## config.mk

```make
export PLATFORM = sky130hd
export DESIGN_NAME = pipeline_hazard_ctrl
export DESIGN_NICKNAME = d
export VERILOG_FILES = /design/src/rtl/pipeline_hazard_ctrl.sv
export SDC_FILE = /design/constraint.sdc
export NUM_CORES = 1
export LEC_CHECK = 0
export BUFFER_PORTS_ARGS = -buffer_cell sky130_fd_sc_hd__buf_2
export CAP_MARGIN = 10
export CORE_MARGIN = 2
export CORE_UTILIZATION = 33
export CTS_CLUSTER_DIAMETER = 200
export DETAILED_ROUTE_END_ITERATION = 8
export SLEW_MARGIN = 20
export SYNTH_ARGS = -nofsm -noshare
export SYNTH_HDL_FRONTEND = slang
export SYNTH_SLANG_ARGS = --single-unit
export TNS_END_PERCENT = 30
```

## constraint.sdc

```tcl
create_clock -name clk -period 2.5 [get_ports clk]
set_input_delay 0.25 -clock clk [delete_from_list [all_inputs] [get_ports clk]]
set_output_delay 0.25 -clock clk [all_outputs]
set_load 0.05 [all_outputs]
```

## src/rtl/pipeline_hazard_ctrl.sv

```systemverilog
// Stall/flush sequencer for the 5-stage pipeline registers and PC.
// Handles load-use bubbles, wrong-path squash on taken branch/jump, and a
// full-pipe freeze while data memory is busy. A watchdog parks the pipe in a
// sticky error state if memory never answers.
//
// state    | meaning
// ---------+-----------------------------------------------------------
// RUN      | normal flow; hazards resolved combinationally each cycle
// MEM_WAIT | data memory access outstanding; whole pipe frozen
// ERROR    | memory timeout; pipe frozen, err_o high until reset
module pipeline_hazard_ctrl #(
    parameter int MAX_WAIT = 64,
    parameter int CNT_W    = 32
) (
    input  logic             clk,
    input  logic             rst,
    input  logic             IDEX_MemRead_i,
    input  logic [4:0]       IDEX_Rt_i,
    input  logic [4:0]       IFID_Rs_i,
    input  logic [4:0]       IFID_Rt_i,
    input  logic             branch_taken_i,
    input  logic             jump_i,
    input  logic             dmem_req_i,
    input  logic             dmem_ready_i,
    output logic             pc_stall_o,
    output logic             IFID_stall_o,
    output logic             IFID_flush_o,
    output logic             IDEX_stall_o,
    output logic             IDEX_flush_o,
    output logic             EXMEM_stall_o,
    output logic             MEMWB_flush_o,
    output logic             err_o,
    output logic [CNT_W-1:0] stall_cnt_o
);

    localparam int WCNT_W = $clog2(MAX_WAIT) + 1;
    localparam logic [WCNT_W-1:0] WAIT_LAST = WCNT_W'(MAX_WAIT - 1);

    typedef enum logic [1:0] {
        RUN      = 2'd0,
        MEM_WAIT = 2'd1,
        ERROR    = 2'd2
    } state_t;

    state_t            state_q, state_d;
    logic [WCNT_W-1:0] wait_q, wait_d;
    logic [CNT_W-1:0]  stall_cnt_q, stall_cnt_d;

    logic load_use;
    logic mem_busy;

    // Register 0 is hardwired zero, so a load targeting it never creates a hazard.
    assign load_use = IDEX_MemRead_i && (IDEX_Rt_i != 5'd0) &&
                      ((IDEX_Rt_i == IFID_Rs_i) || (IDEX_Rt_i == IFID_Rt_i));
    assign mem_busy = dmem_req_i && !dmem_ready_i;

    // Hazard priority, control outputs and next-state / watchdog decision.
    always_comb begin
        pc_stall_o    = 1'b0;
        IFID_stall_o  = 1'b0;
        IFID_flush_o  = 1'b0;
        IDEX_stall_o  = 1'b0;
        IDEX_flush_o  = 1'b0;
        EXMEM_stall_o = 1'b0;
        MEMWB_flush_o = 1'b0;
        err_o         = 1'b0;
        state_d       = state_q;
        wait_d        = wait_q;

        case (state_q)
            RUN: begin
                if (mem_busy) begin
                    pc_stall_o    = 1'b1;
                    IFID_stall_o  = 1'b1;
                    IDEX_stall_o  = 1'b1;
                    EXMEM_stall_o = 1'b1;
                    MEMWB_flush_o = 1'b1;
                    state_d       = MEM_WAIT;
                    wait_d        = WCNT_W'(1);
                end else if (load_use) begin
                    // Branch/jump in ID is held and re-resolved after the bubble.
                    pc_stall_o   = 1'b1;
                    IFID_stall_o = 1'b1;
                    IDEX_flush_o = 1'b1;
                end else if (branch_taken_i || jump_i) begin
                    IFID_flush_o = 1'b1;
                end
            end
            MEM_WAIT: begin
                pc_stall_o    = 1'b1;
                IFID_stall_o  = 1'b1;
                IDEX_stall_o  = 1'b1;
                EXMEM_stall_o = 1'b1;
                MEMWB_flush_o = 1'b1;
                if (dmem_ready_i) begin
                    state_d = RUN;
                    wait_d  = '0;
                end else if (wait_q == WAIT_LAST) begin
                    state_d = ERROR;
                end else begin
                    wait_d = wait_q + WCNT_W'(1);
                end
            end
            ERROR: begin
                pc_stall_o    = 1'b1;
                IFID_stall_o  = 1'b1;
                IDEX_stall_o  = 1'b1;
                EXMEM_stall_o = 1'b1;
                MEMWB_flush_o = 1'b1;
                err_o         = 1'b1;
            end
            default: begin
                state_d = RUN;
                wait_d  = '0;
            end
        endcase
    end

    // Saturating count of PC-stall cycles.
    always_comb begin
        stall_cnt_d = stall_cnt_q;
        if (pc_stall_o && (stall_cnt_q != {CNT_W{1'b1}}))
            stall_cnt_d = stall_cnt_q + CNT_W'(1);
    end

    assign stall_cnt_o = stall_cnt_q;

    // State, watchdog and counter registers with synchronous reset.
    always_ff @(posedge clk) begin
        if (rst) begin
            state_q     <= RUN;
            wait_q      <= '0;
            stall_cnt_q <= '0;
        end else begin
            state_q     <= state_d;
            wait_q      <= wait_d;
            stall_cnt_q <= stall_cnt_d;
        end
    end

endmodule

```

==> impl_metrics.toml, run 1 <==
[run_status]
status = "finished, final reports clean"

[synth]
synth-compound-area-share_pct = 17.05
synth_xor_area_share_pct = 5.221
synth_edf_count = 0
synth_top_area_share_pct = 34.95
syn_area_um2 = 2349
synth_nets = 315
syn_inst = 287
synth_flop_cell = "dfxtp_1"
syn_area_per_cell_um2 = 8.183
synth_top_cell_by_area = "dfxtp_1"
synth_top_family_by_area = "simple AND/OR/NAND/NOR gates"
async_flop_share_pct = 0
seq_area_frac_synth_pct = 34.95
ys_warn_count = 0
synth_most_common_cell = "dfxtp_1"
yosys.area_share.simple_pct = 31.11
synth_cell_types = 46
synthMuxAreaShare_pct = 3.410
synthTopCellsByCount = "41 x dfxtp_1, 26 x a21oi_1, 24 x nor2_1"
synth_area_leaders = "dfxtp_1 35%, a21oi_1 5.5%, or3_1 4.5%, o21ai_0 4.0%, nand3_1 3.8%"
ys_ff_latch = 41
synthAdderAreaFrac_pct = 3.197

[power_and_ir_drop]
p_leak_nw = 1.121
powerDensity_nw_per_um2 = 517.0
ir_drop_mv = 0.3157

[clocking]
cts_buffer_depth = 2
cts_tree = "yes"
cts-htree-levels = 2
path_clk_slew_ns = 0.08
clk_latency_ns = 0.30
cts_buffers = 5
postCtsHoldBufs = 0
clkSinkCount = 41
root_buffer = "clkbuf_8"

[sta]
finalSetupViolCount = 0
clock_skew_ns = 0.009572
finalMaxSlewViolations = 0
fmax_ghz = 0.4354
period_share_pct = 91.87
min_period_ns = 2.297
hold_viol_final = 0
relSlewSlack_pct = 57.04
totalNegativeSetupSlack_ns = 0
tightest_slew_ns = 0.6361
rsz0062_at_grt = "no"

[detailed_routing]
vias = 2300
drtAntennaViolNets = 0
via_per_inst = 5.145
finalWirelength_mm = 5.683
drc = 0
drtPass1Iterations = 4
drt_iter0_markers = 95
wl_per_cell_um = 12.71

[grt]
grt_pass1_vias = 1977
grt_use_total_pct = 14.86
grt_pass1_wl_mm = 9.259
grt.overflow.total = 0
antenna_found_initial = 0
grt_max_degree = 40

[worst_setup_path]
crit_required_ns = 2.69
critPathKind = "reg -> reg"
crit_fanout = 6
arrival_ns = 2.48
r2r-start = "state_q[1]$_SDFFE_PP0P_"
cp-end-kind = "flip-flop"
start_kind = "flip-flop"
crit_path_start = "state_q[1]$_SDFFE_PP0P_"
critPathMaxStageDelay_ns = 0.37
cpMaxStageDelayCell = "o31a_1"
crit_chain = "inv_1, ha_1, or2b_2, o31a_1, buf_4, nor4b_1, mux2_2"

[hold_path]
hp-class = "in -> reg"
min-delay-start = "rst"

[floorplanning]
core_um2 = 6832
die_h_um = 88.36
ios = 62
dieArea_um2 = 7807
rows = 30
start_util_pct = 34.38
die_x_um = 88.36

[placement]
hpwlAfterDp_mm = 4.254
placed_area_um2 = 2761
place_congestion = 0.7704
portBuffers = 61

[layout]
final_area_um2 = 2863
diodes = 0
drive_gt1_share_pct = 25.93
fin_nets = 379
synthToLayoutAreaGrowth_pct = 21.90

[run]
max_cap_violations = 0
## sequential cells by signal (all words and copies together) (netlist names)
signal	count
stall_cnt_o	32
state_q	2
wait_q	7
## final cells by class
type	count	area (um2)
Clock inverter	1	7.507
Timing Repair Buffer	71	392.9
Fill cell	736	3969
Clock buffer	6	82.58
Tap cell	96	120.1
Inverter	7	26.28
Multi-Input combinational cell	225	1413
Sequential cell	41	820.8
## repair_timing
action | 4_1_cts | 5_1_grt
endpoints found under the setup margin | 0 | 2
resized for setup | 0 | 1
setup buffers | 0 | 1
## metal layers
| layer | track usage [%] | part of all wire, % |
|---|---|---|
| met5 | 0 | 0 |
| met4 | 5.510 | 1.5 |
| met3 | 3.545 | 3.7 |
| met2 | 23.72 | 47 |
| met1 | 19.56 | 48 |
## cells in the final DEF (no fill, tap or decap), types with 2 or more instances in the layout
cell,n
nand2b_1,3
nor4_1,4
inv_1,7
mux2_2,4
a21oi_1,26
o21ai_0,19
or3_1,17
ha_1,6
and3_1,4
xor2_1,4
xnor2_1,10
buf_2,61
buf_4,9
or4_1,5
o31a_1,3
and4_1,5
o31ai_1,4
nand4_1,13
nor4b_1,3
nand2_1,17
mux2i_1,2
nor2b_1,5
nor3_1,9
o41ai_1,3
nand3_1,18
nor2_1,24
clkbuf_8,6
dfxtp_1,41
o21ba_2,2
## logic make-up (layout without fill, tap and decap cells)
family,after synthesis,count (layout)
XOR/XNOR,14,14
buffers and inverters,21,85
AO/OA/AOI/OAI,66,66
AND/OR/NAND/NOR,132,132
multiplexers,7,7
flip-flops,41,41
adder cells (fa/ha/maj),6,6
## power by group
group          leakage [nW]  switching, mW  total [mW]  internal [mW]
Clock                0.0433          0.239       0.458          0.219
Combinational         0.746          0.231       0.342          0.112
Sequential            0.331         0.0156       0.680          0.664
Total                  1.12          0.486        1.48          0.994
## critical path, delay by kind of cell (launching register included)
family          cells  cell delay [ns]
compound gates      1             0.37
fa+ha+maj           1             0.18
buf+inv             2             0.27
flops               1             0.34
mux                 1             0.37
simple gates        2             0.65
## final timing paths
check             cells past startpoint                           end  slack, ns
setup reg to reg                      7  stall_cnt_o[30]$_SDFFE_PP0P_       0.20
hold / removal                        2  stall_cnt_o[12]$_SDFFE_PP0P_       0.36
hold reg to reg                       2        wait_q[6]$_SDFFE_PP0P_       0.45
setup / recovery                      7  stall_cnt_o[30]$_SDFFE_PP0P_       0.20
## through the flow
stage                     hold slack (ns)  power, mW  util [%]  setup slack (ns)  cells
final                              0.3608      1.480     41.90            0.2033    447
after global routing               0.3709      1.555     41.90           0.03117    447
after CTS                          0.3629      1.487     41.74           0.03624    446
after detailed placement           0.4405      1.035     40.42            0.2726    439
after global placement             0.4370      1.032     40.42            0.2831    439
after floorplan                    0.4234     0.9525         -            0.1366    287
Power figures use the tool's default switching activity.
==> run 2: changes to the inputs <==
CORE_UTILIZATION = 30   (was 33)
CTS_CLUSTER_SIZE = 28   (was unset)
TNS_END_PERCENT = unset   (was 30)
==> run 2 against run 1 <==
  * Clock-buffer cell count unchanged
  * Hold slack improved by 0.012 ns
  * Setup slack worse by 0.033 ns
  * Wire length about the same
  * Die area up 9.5%
  * Non-clock buffer count down 1
  * Utilization shrank 4.2 points
  * Largest power group unchanged
==> impl_metrics.toml, run 2 (synthesis results as in run 1) <==
[placement]
portBuffers = 61
hpwlAfterDp_mm = 4.282
place_ws_ns = 0.1782
place_congestion = 0.7425
placedCellCount = 444

[layout]
drive_gt1_share_pct = 25.64
postLayoutCoreUtil_pct = 37.75
stdcell_count = 453
synthToLayoutAreaGrowth_pct = 22.91
mostFrequentLayoutCells = "61 x buf_2, 41 x dfxtp_1, 26 x a21oi_1"
fillers = 800
fin_nets = 378
diodes = 0
largest_register_ffs = 32
final_common_cell = "buf_2"

[hold_path]
min_to = "stall_cnt_o[0]$_SDFFE_PP0P_"
min-delay-start = "rst"
hp-class = "in -> reg"
hold_path_depth = 2

[worst_setup_path]
cp-end-kind = "flip-flop"
crit_required_ns = 2.68
crit_fanout = 10
critPathKind = "reg -> reg"
arrival_ns = 2.51
rrSetupSlack_ns = 0.17
worstReg2RegEnd = "stall_cnt_o[30]$_SDFFE_PP0P_"
start_kind = "flip-flop"
r2r-start = "state_q[0]$_SDFFE_PP0P_"
reg2reg_depth = 7

[sta]
fmax_ghz = 0.4293
rsz0062_at_grt = "no"
min_period_ns = 2.330
totalNegativeSetupSlack_ns = 0
finalMaxSlewViolations = 0
period_share_pct = 93.18
layout_setup_ws_ns = 0.1705
hold_viol_final = 0
tightest_slew_ns = 0.6283
hold_slack_ns = 0.3731
relSlewSlack_pct = 57.57
clock_skew_ns = 0.01192
finalSetupViolCount = 0

[detailed_routing]
drtPass1Iterations = 4
drt_iter0_markers = 67
finalWirelength_mm = 5.684
vias = 2283
drc = 0
wl_per_cell_um = 12.55
drtAntennaViolNets = 0
via_per_inst = 5.040

[clocking]
root_buffer = "clkbuf_8"
cts-htree-levels = 2
cts_buffers = 5
clkSinkCount = 41
path_clk_slew_ns = 0.08
cts_buffer_depth = 2
clk_latency_ns = 0.29
cts_tree = "yes"

[power_and_ir_drop]
ir_drop_mv = 0.3530
powerDensity_nw_per_um2 = 537.7
p_leak_nw = 1.125

[floorplanning]
rows = 32
die_x_um = 92.48
dieArea_um2 = 8552
ios = 62
die_h_um = 92.48
start_util_pct = 30.71
core_um2 = 7647

[grt]
grt.overflow.total = 0
grt_pass1_wl_mm = 9.735
antenna_found_initial = 0
grt_max_degree = 40
grt_use_total_pct = 13.78
grt_pass1_vias = 2055

[run_status]
status = "finished, final reports clean"

[run]
max_cap_violations = 0
## run 2: what timing repair did
action | CTS | global route
buffers inserted | 1 | 0
hold buffers | 0 | 0
setup endpoints to repair | 2 | 1
resized for setup | 0 | 1
pin swaps | 0 | 0
## run 2: metrics by stage
stage | instance area, um2 | total power [mW]
floorplan | 2349 | 0.9525
global placement | 2761 | 1.027
detailed placement | 2761 | 1.030
CTS | 2880 | 1.573
global route | 2887 | 1.636
finish | 2887 | 1.552
## run 2: metal layers
layer	GRT usage (%)	part of all wire (%)	vias up
li1	-	-	1185
met1	18.45	48	1058
met3	3.499	4.2	4
met5	0	0	-
met4	3.358	0.84	0
met2	22.20	47	36
## run 2: critical path, cell delays in order (launching register included)
cell and delay [ns]:
dfxtp_1 0.34, inv_1 0.09, ha_1 0.25, or2b_2 0.32, o31a_1 0.32, buf_4 0.19
nor4b_1 0.34, mux2_2 0.37
## run 2: worst max-delay path by stage
stage | start | endpoint | slack [ns] | cells after the start
2_1_floorplan | stall_cnt_o[6]$_SDFFE_PP0P_ | stall_cnt_o[20]$_SDFFE_PP0P_ | 0.14 | 6
3_3_place_gp | state_q[0]$_SDFFE_PP0P_ | stall_cnt_o[14]$_SDFFE_PP0P_ | 0.27 | 8
3_5_place_dp | state_q[0]$_SDFFE_PP0P_ | stall_cnt_o[14]$_SDFFE_PP0P_ | 0.18 | 8
4_1_cts | state_q[0]$_SDFFE_PP0P_ | stall_cnt_o[30]$_SDFFE_PP0P_ | 0.16 | 7
5_1_grt | state_q[1]$_SDFFE_PP0P_ | stall_cnt_o[30]$_SDFFE_PP0P_ | 0.03 | 7
6_report | state_q[0]$_SDFFE_PP0P_ | stall_cnt_o[30]$_SDFFE_PP0P_ | 0.17 | 7
## run 2: area by class of cell
| type | count | area (um2) | share of cell area, % |
|---|---|---|---|
| Sequential cell | 41 | 820.8 | 28.44 |
| Tap cell | 102 | 127.6 | 4.421 |
| Inverter | 7 | 26.28 | 0.9103 |
| Clock inverter | 2 | 38.79 | 1.344 |
| Multi-Input combinational cell | 225 | 1415 | 49.02 |
| Clock buffer | 6 | 72.57 | 2.514 |
| Timing Repair Buffer | 70 | 385.4 | 13.35 |
## run 2: where the power goes
group | internal [mW] | switching, mW
clock network | 0.300 | 0.233
logic | 0.108 | 0.231
registers | 0.664 | 0.0160
total | 1.07 | 0.480
